--- src/rtl/rr_hold_arbiter.sv ---
// Round-robin arbiter with bounded grant hold: an owner keeps the resource while
// requesting, up to MAX_HOLD cycles, after which ownership is forced to rotate.
module rr_hold_arbiter #(
  parameter int WIDTH    = 4,
  parameter int MAX_HOLD = 8,
  localparam int IDW     = $clog2(WIDTH)
) (
  input  logic             clk,
  input  logic             rst,
  input  logic [WIDTH-1:0] req,
  output logic [WIDTH-1:0] grant,
  output logic             grant_valid,
  output logic [IDW-1:0]   grant_id,
  output logic             timeout
);

  localparam int HCW = $clog2(MAX_HOLD + 1);
  localparam logic [HCW-1:0] HOLD_MAX = HCW'(MAX_HOLD);
  localparam logic [HCW-1:0] HOLD_ONE = HCW'(1);
  localparam logic [IDW-1:0] PTR_RST  = IDW'(WIDTH - 1);

  typedef enum logic {
    IDLE,
    BUSY
  } state_t;

  state_t           state;
  state_t           state_n;
  logic [IDW-1:0]   ptr;
  logic [IDW-1:0]   ptr_n;
  logic [HCW-1:0]   hold_cnt;
  logic [HCW-1:0]   hold_n;
  logic [IDW-1:0]   win;
  logic [IDW-1:0]   idx;
  logic             found;
  logic [WIDTH-1:0] grant_n;
  logic             timeout_n;

  // In BUSY ptr is the owner, so one search starting after ptr serves every
  // case: the owner naturally comes last, which is what forced rotation needs.
  always_comb begin
    win   = ptr;
    idx   = ptr;
    found = 1'b0;
    for (int i = 1; i <= WIDTH; i++) begin
      idx = IDW'((int'(ptr) + i) % WIDTH);
      if (!found && req[idx]) begin
        win   = idx;
        found = 1'b1;
      end
    end
  end

  always_comb begin
    state_n   = state;
    ptr_n     = ptr;
    hold_n    = hold_cnt;
    timeout_n = 1'b0;
    case (state)
      IDLE: begin
        if (found) begin
          state_n = BUSY;
          ptr_n   = win;
          hold_n  = HOLD_ONE;
        end
      end
      BUSY: begin
        if (!req[ptr]) begin
          if (found) begin
            ptr_n  = win;
            hold_n = HOLD_ONE;
          end else begin
            state_n = IDLE;
            hold_n  = '0;
          end
        end else if (hold_cnt != HOLD_MAX) begin
          hold_n = hold_cnt + HOLD_ONE;
        end else begin
          ptr_n     = win;
          hold_n    = HOLD_ONE;
          timeout_n = 1'b1;
        end
      end
      default: begin
        state_n = IDLE;
        hold_n  = '0;
      end
    endcase
  end

  always_comb begin
    grant_n = '0;
    if (state_n == BUSY) begin
      grant_n[ptr_n] = 1'b1;
    end
  end

  // Outputs are registered from next-state values so they move on the same
  // edge as the state and never see req combinationally.
  always_ff @(posedge clk or posedge rst) begin
    if (rst) begin
      state       <= IDLE;
      ptr         <= PTR_RST;
      hold_cnt    <= '0;
      grant       <= '0;
      grant_valid <= 1'b0;
      grant_id    <= '0;
      timeout     <= 1'b0;
    end else begin
      state       <= state_n;
      ptr         <= ptr_n;
      hold_cnt    <= hold_n;
      grant       <= grant_n;
      grant_valid <= (state_n == BUSY);
      grant_id    <= (state_n == BUSY) ? ptr_n : '0;
      timeout     <= timeout_n;
    end
  end

endmodule

--- config.mk ---
export PLATFORM = sky130hd
export DESIGN_NAME = rr_hold_arbiter
export DESIGN_NICKNAME = d
export VERILOG_FILES = /design/src/rtl/rr_hold_arbiter.sv
export SDC_FILE = /design/constraint.sdc
export NUM_CORES = 1
export LEC_CHECK = 0
export ABC_CLOCK_PERIOD_IN_PS = 3600
export CAP_MARGIN = 0
export CELL_PAD_IN_SITES_DETAIL_PLACEMENT = 0
export CELL_PAD_IN_SITES_GLOBAL_PLACEMENT = 1
export CORE_MARGIN = 5
export CORE_UTILIZATION = 43
export CTS_BUF_LIST = sky130_fd_sc_hd__clkbuf_8
export CTS_CLUSTER_SIZE = 10
export DETAILED_ROUTE_END_ITERATION = 10
export PLACE_DENSITY = 0.81
export RECOVER_POWER = 50
export SLEW_MARGIN = 10
export SYNTH_ARGS = -nofsm -noshare
export SYNTH_HDL_FRONTEND = slang
export SYNTH_SLANG_ARGS = --single-unit
export TNS_END_PERCENT = 10
--- constraint.sdc ---
create_clock -name clk -period 3.6 [get_ports clk]
set_clock_uncertainty 0.15 [all_clocks]
set_input_delay 0.72 -clock clk [delete_from_list [all_inputs] [get_ports clk]]
set_output_delay 0.72 -clock clk [all_outputs]
set_load 0.05 [all_outputs]
==> out/metrics.cfg, run 1 <==
[sta]
finalCriticalPeriod_ns = 2.81
finalHoldViolCount = 0
min_period_over_period_pct = 77.9
tightest_slew_ns = 0.885
drv_slew = 0
rsz0062_at_grt = no
hold_ws_ns = 0.361
fmax_mhz = 357
setup_viol = 0
setup_tns_ns = 0
slew_headroom_pct = 40.5

[route]
vias_per_cell = 5.42
post-route-drc-count = 0
antenna_left = 0
vias = 526
wl_um = 1300
dr.pass1.iters = 4
detail_route.wl_per_cell_um = 13.4
dr.first_iter.drc_count = 9

[clocking]
cts-root-buf = clkbuf_8
cts_buffers = 3
cts_tree = built
cts_setup_buffers = 0
clock-sinks = 14
clock_path_buffers = 2
postCtsHoldBufs = 0
cts.clk_slew.worst_paths_ns = 0.06
cts_resized = 0
cts_htree_levels = 1
insertion_delay_ns = 0.24

[power]
peakVddDrop_mv = 0.577
intPower_mw = 0.493
power_frac_comb_pct = 49.3
seqPwrFrac_pct = 32.7
power.share.switching_pct = 41.5
power_density_nw_per_um2 = 943
power.net_switching_mw = 0.349
power_leakage_nw = 0.421
clkPwrFrac_pct = 18.0

[placed_design]
dp_hpwl_um = 1010
io_buffers = 13
dp_cells = 93
gp_congestion = 0.790

[yosys]
synth.most_common_cell = dfrtp_1
synth_cell_types = 28
yosys-top-cells-area = dfrtp_1 (42%), dfstp_2 (7.4%), mux2i_1 (5.6%)
post-synth-top-area-cell = dfrtp_1
avgSynthCellArea_um2 = 11.0
syn_nets = 73
yosys_most_used_dff = dfrtp_1
synth_cells = 65
async_flop_share_pct = 100
synth_common_cells = dfrtp_1 (12), inv_1 (6), nand2_1 (5), nor2_1 (5), mux2i_1 (4)
synth_edf_count = 0
synth_seq_area_share_pct = 49.4
synth_top_area_share_pct = 42.0
synth.cell_area_um2 = 714
yosys_warnings = 0
ys_seq_elements = 14

[die]
ios = 14
die_area_um2 = 2580
num_rows = 14
fp.dieH_um = 50.8
core_um2 = 1540
start_util_pct = 46.3
die_x_um = 50.8

[setup_path]
end_kind = flop
cp-start-kind = input port
cp.arrival_ns = 2.79
cp_max_fo = 7
crit_type = in2reg
worstPathRequired_ns = 3.59

[final_layout]
instances_no_fill = 97
layout-drive-gt1-share_pct = 17.3
area_growth_pct = 25.0
nNetsFinal = 90
diodes = 0

[global_routing]
antenna_found_initial = 0
grt_pass1_wl_um = 2210
grt_pass1_vias = 514
grt_max_degree = 15
gr-total-overflow = 0
grtUsageTotal_pct = 11.3

[outcome]
status = completed

[worst_hold_path]
hp-class = reg2reg

[flow_run]
cap_violations = 0

[routing by layer]
metal	GRT usage [%]	wire length [um]	up-vias
met5	0	0	-
met4	6.38	25	0
met3	4.73	78	5
met2	16.5	577	15
met1	13.8	618	244
li1	-	-	262
[registers in the layout, summed over array words and instances, names as in the netlist]
signal and flops:
grant 4, hold_cnt 4, grant_id 2, ptr 2, state 1, timeout 1
[critical path, cell delays in order]
cell and delay, ns:
dlygate4sd3_1 0.60, nor4_1 0.69, inv_1 0.26, nor2_1 0.29, nor4b_1 0.09, a21o_1 0.15
[cell usage in the layout, fill, tap and decap left out, types with 3 or more instances in the layout]
cell,instances
dlygate4sd3_1,4
nor2_1,5
nand2_1,5
o21ai_0,3
inv_1,6
clkdlybuf4s50_1,9
dfrtp_1,12
clkbuf_8,4
nor3_1,3
mux2i_1,4
[stage by stage]
step,instance area [um^2],setup slack [ns],power [mW],utilization (%)
floorplan,714,1.51,0.596,-
global placement,853,0.835,0.697,55.4
detailed placement,853,0.823,0.701,55.4
CTS,908,1.07,0.853,58.9
global route,893,0.627,0.897,58.0
finish,893,0.795,0.842,58.0
[path summary, 6_finish.rpt]
path	cells past startpoint	slack, ns	startpoint	end
max reg2reg	6	1.49	ptr[1]	grant[2]
min	1	0.36	hold_cnt[2]	hold_cnt[2]
max	6	0.79	req[2]	hold_cnt[3]
max in group asynchronous	2	2.15	rst	ptr[1]
min in group asynchronous	2	0.79	rst	hold_cnt[0]
min reg2reg	1	0.36	hold_cnt[2]	hold_cnt[2]
[area by class of cell]
cell class / count / area (um^2)
Clock buffer: 4 / 55.1
Fill cell: 132 / 648
Inverter: 7 / 26.3
Multi-Input combinational cell: 43 / 309
Sequential cell: 14 / 353
Tap cell: 16 / 20.0
Timing Repair Buffer: 13 / 130
[logic make-up (layout without fill, tap and decap cells)]
logic type | count (synthesis) | in the layout | synth area share, %
flip-flops | 14 | 14 | 49.4
buffers and inverters | 8 | 24 | 5.25
AO/OA/AOI/OAI | 14 | 14 | 14.2
multiplexers | 6 | 6 | 9.46
adder cells (fa/ha/maj) | 2 | 2 | 3.50
AND/OR/NAND/NOR | 21 | 21 | 18.2
[power by group through the flow]
stage | combinational, mW | clock, mW | sequential (mW)
2_1_floorplan | 0.237 | 0 | 0.359
3_3_place_gp | 0.418 | 0 | 0.279
3_5_place_dp | 0.422 | 0 | 0.279
4_1_cts | 0.423 | 0.154 | 0.276
5_1_grt | 0.448 | 0.165 | 0.285
6_report | 0.415 | 0.152 | 0.275
Power figures use the tool's default switching activity.
==> inputs of run 2 (changes only) <==
- ABC_CLOCK_PERIOD_IN_PS: 3600 -> 2690
- CORE_UTILIZATION: 43 -> 40
- PLACE_DENSITY: 0.81 -> 0.76
- clock period: 3.6 -> 2.69 ns (I/O delays scaled with it)
==> run 2 against run 1 <==
  * First-iteration DRC count is 33% lower
  * Power is 35% higher
  * Design area is 5.5% higher
  * Routed wire length is 11% higher
  * Via count is 4.8% higher
  * Hold slack worse by 0.0078 ns
  * Count of clock-buffer cells in the layout stayed put
  * Sequential power is 35% higher
  * Largest power group unchanged
==> out/metrics.cfg, run 2 (synthesis results as in run 1) <==
[outcome]
status = completed  ; unchanged

[sta]
finalCriticalPeriod_ns = 2.36
setup_tns_ns = 0  ; unchanged
rsz0062_at_grt = no  ; unchanged
setup_slack_ns = 0.333  ; was 0.795 ns
setup_viol = 0  ; unchanged
fmax_mhz = 424
finalHoldViolCount = 0  ; unchanged
slew_headroom_pct = 65.7  ; was 40.5%
hold_ws_ns = 0.354  ; was 0.361 ns
tightest_slew_ns = 0.513  ; was 0.885 ns
min_period_over_period_pct = 87.6
drv_slew = 0  ; unchanged

[clocking]
postCtsHoldBufs = 0  ; unchanged
cts_tree = built  ; unchanged
clock_path_buffers = 2  ; unchanged
cts_htree_levels = 1  ; unchanged
insertion_delay_ns = 0.25  ; was 0.24 ns
cts_buffers = 3  ; unchanged
clock-sinks = 14  ; unchanged
cts-root-buf = clkbuf_8  ; unchanged
cts_setup_buffers = 0  ; unchanged
cts_resized = 0  ; unchanged
cts.clk_slew.worst_paths_ns = 0.06  ; about the same

[placed_design]
pre_cts_ws_ns = 0.160  ; was 0.823 ns
dp_hpwl_um = 1090  ; was 1010 um
io_buffers = 13  ; unchanged
gp_congestion = 0.740  ; was 0.790

[power]
intPower_mw = 0.666  ; was 0.493 mW
power_frac_comb_pct = 49.2  ; was 49.3%
power_density_nw_per_um2 = 1200  ; was 943 nW/um^2
clkPwrFrac_pct = 18.1  ; was 18.0%
power.net_switching_mw = 0.468  ; was 0.349 mW
power_leakage_nw = 0.441  ; was 0.421 nW
peakVddDrop_mv = 0.702  ; was 0.577 mV
power.share.switching_pct = 41.3  ; was 41.5%
seqPwrFrac_pct = 32.7  ; about the same

[route]
detail_route.wl_per_cell_um = 13.0  ; was 13.4 um
vias_per_cell = 4.96  ; was 5.42
vias = 551  ; was 526
post-route-drc-count = 0  ; unchanged
antenna_left = 0  ; unchanged
dr.pass1.iters = 4  ; unchanged
wl_um = 1440  ; was 1300 um
dr.first_iter.drc_count = 6  ; was 9

[final_layout]
seqCellArea_um2 = 353  ; unchanged
utilization_pct = 55.2  ; was 58.0%
area_growth_pct = 31.9  ; was 25.0%
reg.largest.list = grant (4), hold_cnt (4)  ; unchanged
multiInputGateArea_um2 = 309  ; unchanged
layout-drive-gt1-share_pct = 22.1  ; was 17.3%
fill_cells = 147  ; was 132
layout_common_cells = dfrtp_1 (12), clkdlybuf4s50_1 (11), inv_1 (6)  ; was dfrtp_1 (12), clkdlybuf4s50_1 (9), inv_1 (6)
diodes = 0  ; unchanged
layout_commonest_cell = dfrtp_1  ; unchanged
nNetsFinal = 95  ; was 90

[die]
ios = 14  ; unchanged
num_rows = 15  ; was 14
start_util_pct = 41.8  ; was 46.3%
die_x_um = 52.3  ; was 50.8 um
fp.dieH_um = 52.3  ; was 50.8 um
die_area_um2 = 2730  ; was 2580 um^2
core_um2 = 1710  ; was 1540 um^2

[global_routing]
grtUsageTotal_pct = 13.0  ; was 11.3%
gr-total-overflow = 0  ; unchanged
grt_max_degree = 15  ; unchanged
grt_pass1_wl_um = 2480  ; was 2210 um
grt_pass1_vias = 562  ; was 514
antenna_found_initial = 0  ; unchanged

[setup_path]
cp.arrival_ns = 2.34  ; was 2.79 ns
end_kind = flop  ; unchanged
cp_max_fo = 4  ; was 7
cp-start-kind = input port  ; unchanged
worstPathRequired_ns = 2.68  ; was 3.59 ns
ff2ff_setup_slack_ns = 0.57  ; was 1.49 ns
crit_type = in2reg  ; unchanged

[worst_hold_path]
hp-class = reg2reg  ; unchanged

[flow_run]
cap_violations = 0  ; unchanged

-- run 2: cell types whose count changed in the layout (fill, tap and decap cells not counted), sizes merged --
cell / previous run / this run
buf: 0 / 5
clkdlybuf4s50: 9 / 11
dlygate4sd3: 4 / 2
-- run 2: final timing paths --
kind                              from     endpoint  cells after the start
setup / recovery                req[1]     grant[2]                      6
hold / removal             hold_cnt[2]  hold_cnt[2]                      1
setup reg to reg                ptr[1]     grant[2]                      6
hold reg to reg            hold_cnt[2]  hold_cnt[2]                      1
max in group asynchronous          rst       ptr[0]                      2
min in group asynchronous          rst        state                      2
-- run 2: area by class of cell --
class / instances / area share [%]
Sequential cell: 14 / 37.5
Inverter: 7 / 2.79
Tap cell: 25 / 3.32
Timing Repair Buffer: 18 / 17.8
Clock buffer: 4 / 5.84
Multi-Input combinational cell: 43 / 32.8
-- run 2: metrics by stage --
stage,instance area [um^2],power [mW],instances
6_report,942,1.13,111
3_3_place_gp,902,0.934,107
2_1_floorplan,714,0.798,65
3_5_place_dp,902,0.940,107
5_1_grt,942,1.21,111
4_1_cts,957,1.15,111
-- run 2: critical path, stage by stage --
cell           delay (ns)
dlygate4sd3_1        0.59
nor4_1               0.48
mux2i_1              0.18
mux2i_2              0.30
inv_2                0.08
and3_1               0.18
-- run 2: power by group through the flow --
| stage | combinational [mW] | sequential [mW] | clock, mW |
|---|---|---|---|
| 2_1_floorplan | 0.318 | 0.480 | 0 |
| 3_3_place_gp | 0.562 | 0.372 | 0 |
| 3_5_place_dp | 0.565 | 0.375 | 0 |
| 4_1_cts | 0.566 | 0.371 | 0.215 |
| 5_1_grt | 0.597 | 0.385 | 0.223 |
| 6_report | 0.558 | 0.371 | 0.206 |
-- run 2: metal layers --
| metal | vias to the layer above | GRT usage [%] | routed length [um] |
|---|---|---|---|
| li1 | 275 | - | - |
| met1 | 261 | 15.5 | 694 |
| met2 | 11 | 19.5 | 651 |
| met3 | 4 | 2.85 | 48 |
| met4 | 0 | 11.5 | 44 |
| met5 | - | 0 | 0 |
==> inputs of run 3 (changes only) <==
- CAP_MARGIN: 0 -> 20
- CORE_ASPECT_RATIO: unset -> 1.1
- HOLD_SLACK_MARGIN: unset -> 0.12
==> run 3 against run 2 <==
  * Utilization is 2.1 points lower
  * Sequential share of layout area is 0.76 points higher
  * Power is 3.6% lower
  * Design area is 2.0% lower
  * Routed wire length is 1.7% lower
  * Non-clock buffer count is 2 lower
  * Combinational power hardly changed
  * Flip-flop and latch count stayed put
  * Hold slack worse by 0.014 ns
  * Worst setup slack worse by 0.034 ns
  * Largest cell class unchanged
==> out/metrics.cfg, run 3 (synthesis results as in run 1) <==
[clocking]
cts_htree_levels = 1  ; unchanged
insertion_delay_ns = 0.24  ; was 0.25 ns
cts.clk_slew.worst_paths_ns = 0.06  ; about the same
clock-sinks = 14  ; unchanged
cts_buffers = 3  ; unchanged
cts-root-buf = clkbuf_8  ; unchanged
cts_setup_buffers = 0  ; unchanged
cts_tree = built  ; unchanged
cts_resized = 0  ; unchanged
postCtsHoldBufs = 0  ; unchanged
clock_path_buffers = 2  ; unchanged

[sta]
rsz0062_at_grt = no  ; unchanged
fmax_mhz = 418  ; was 424 MHz
finalCriticalPeriod_ns = 2.39  ; was 2.36 ns
min_period_over_period_pct = 88.9  ; was 87.6%
finalHoldViolCount = 0  ; unchanged
setup_viol = 0  ; unchanged
tightest_slew_ns = 0.517  ; was 0.513 ns
setup_tns_ns = 0  ; unchanged
slew_headroom_pct = 65.5  ; was 65.7%
drv_slew = 0  ; unchanged

[route]
dr.pass1.iters = 3  ; was 4
dr.first_iter.drc_count = 11  ; was 6
vias = 550  ; was 551
wl_um = 1420  ; was 1440 um
detail_route.wl_per_cell_um = 13.9  ; was 13.0 um
antenna_left = 0  ; unchanged
post-route-drc-count = 0  ; unchanged
vias_per_cell = 5.39  ; was 4.96

[final_layout]
instances_no_fill = 102  ; was 111
utilization_pct = 53.0  ; was 55.2%
diodes = 0  ; unchanged
layout_commonest_cell = dfrtp_1  ; unchanged
layout_common_cells = dfrtp_1 (12), clkdlybuf4s50_1 (9), inv_1 (7)  ; was dfrtp_1 (12), clkdlybuf4s50_1 (11), inv_1 (6)
layout-drive-gt1-share_pct = 20.2  ; was 22.1%
reg.largest.list = grant (4), hold_cnt (4)  ; unchanged
nNetsFinal = 93  ; was 95
area_growth_pct = 29.2  ; was 31.9%

[die]
die_area_um2 = 2730  ; about the same
core_um2 = 1740  ; was 1710 um^2
ios = 14  ; unchanged
fp.dieH_um = 54.3  ; was 52.3 um
num_rows = 16  ; was 15
start_util_pct = 41.0  ; was 41.8%
die_x_um = 50.3  ; was 52.3 um

[global_routing]
grt_max_degree = 15  ; unchanged
antenna_found_initial = 0  ; unchanged
grtUsageTotal_pct = 11.6  ; was 13.0%
grt_pass1_wl_um = 2390  ; was 2480 um
grt_pass1_vias = 559  ; was 562
gr-total-overflow = 0  ; unchanged

[flow_run]
cap_violations = 0  ; unchanged

[setup_path]
cp-start-kind = input port  ; unchanged
worstPathRequired_ns = 2.67  ; was 2.68 ns
cp.arrival_ns = 2.37  ; was 2.34 ns
cp_max_fo = 5  ; was 4
startpoint = req[3]  ; was req[1]
crit_type = in2reg  ; unchanged
end_kind = flop  ; unchanged
worstReg2RegStart = ptr[1]  ; unchanged

[placed_design]
dp_cells = 98  ; was 107
io_buffers = 13  ; unchanged
gp_congestion = 0.704  ; was 0.740
dp_hpwl_um = 1050  ; was 1090 um

[power]
peakVddDrop_mv = 0.693  ; was 0.702 mV
power_density_nw_per_um2 = 1190  ; was 1200 nW/um^2
power_leakage_nw = 0.433  ; was 0.441 nW

[outcome]
status = completed  ; unchanged

[worst_hold_path]
hp-start = hold_cnt[2]  ; unchanged
hp-class = reg2reg  ; unchanged

[run 3: cell count changes in the layout (fill, tap and decap cells not counted), sizes merged]
cell,previous run,this run
clkdlybuf4s50,11,9
dlygate4sd3,2,4
buf,5,3
clkbuf,4,3
inv,7,8
[run 3: stage by stage]
step           power [mW]  cell area [um^2]  hold slack, ns  worst slack [ns]
6_report             1.09               923           0.340             0.300
5_1_grt              1.17               923           0.382             0.161
4_1_cts              1.11               923           0.345             0.369
3_5_place_dp        0.937               878           0.339             0.116
3_3_place_gp        0.936               878           0.339             0.159
2_1_floorplan       0.798               714           0.276             0.598
[run 3: worst max-delay path: stages]
cell	delay [ns]
dlygate4sd3_1	0.66
mux2i_1	0.15
o22ai_2	0.16
mux2i_1	0.27
mux2i_2	0.33
inv_2	0.07
and3_1	0.18
[run 3: worst paths after layout]
path                          endpoint  slack [ns]  depth (start not counted)
hold reg to reg            hold_cnt[2]        0.34                          1
min in group asynchronous     grant[2]        0.61                          2
hold / removal             hold_cnt[2]        0.34                          1
max in group asynchronous       ptr[0]        1.41                          2
setup / recovery              grant[2]        0.30                          7
setup reg to reg              grant[2]        0.58                          6
[run 3: power breakdown]
part,switching (mW),internal [mW]
clock,0.0681,0.101
sequential,0.0659,0.303
combinational,0.328,0.229
[run 3: layer usage]
metal	wire, um	GRT usage, %
met3	31	1.91
met2	718	20.9
met4	31	7.66
met1	633	12.6
met5	0	0
[run 3: final cells by class]
| cell class | count | area, um^2 |
|---|---|---|
| Tap cell | 18 | 22.5 |
| Timing Repair Buffer | 16 | 153 |
| Fill cell | 163 | 818 |
| Inverter | 7 | 26.3 |
| Sequential cell | 14 | 353 |
| Clock inverter | 1 | 3.75 |
| Multi-Input combinational cell | 43 | 324 |
| Clock buffer | 3 | 41.3 |
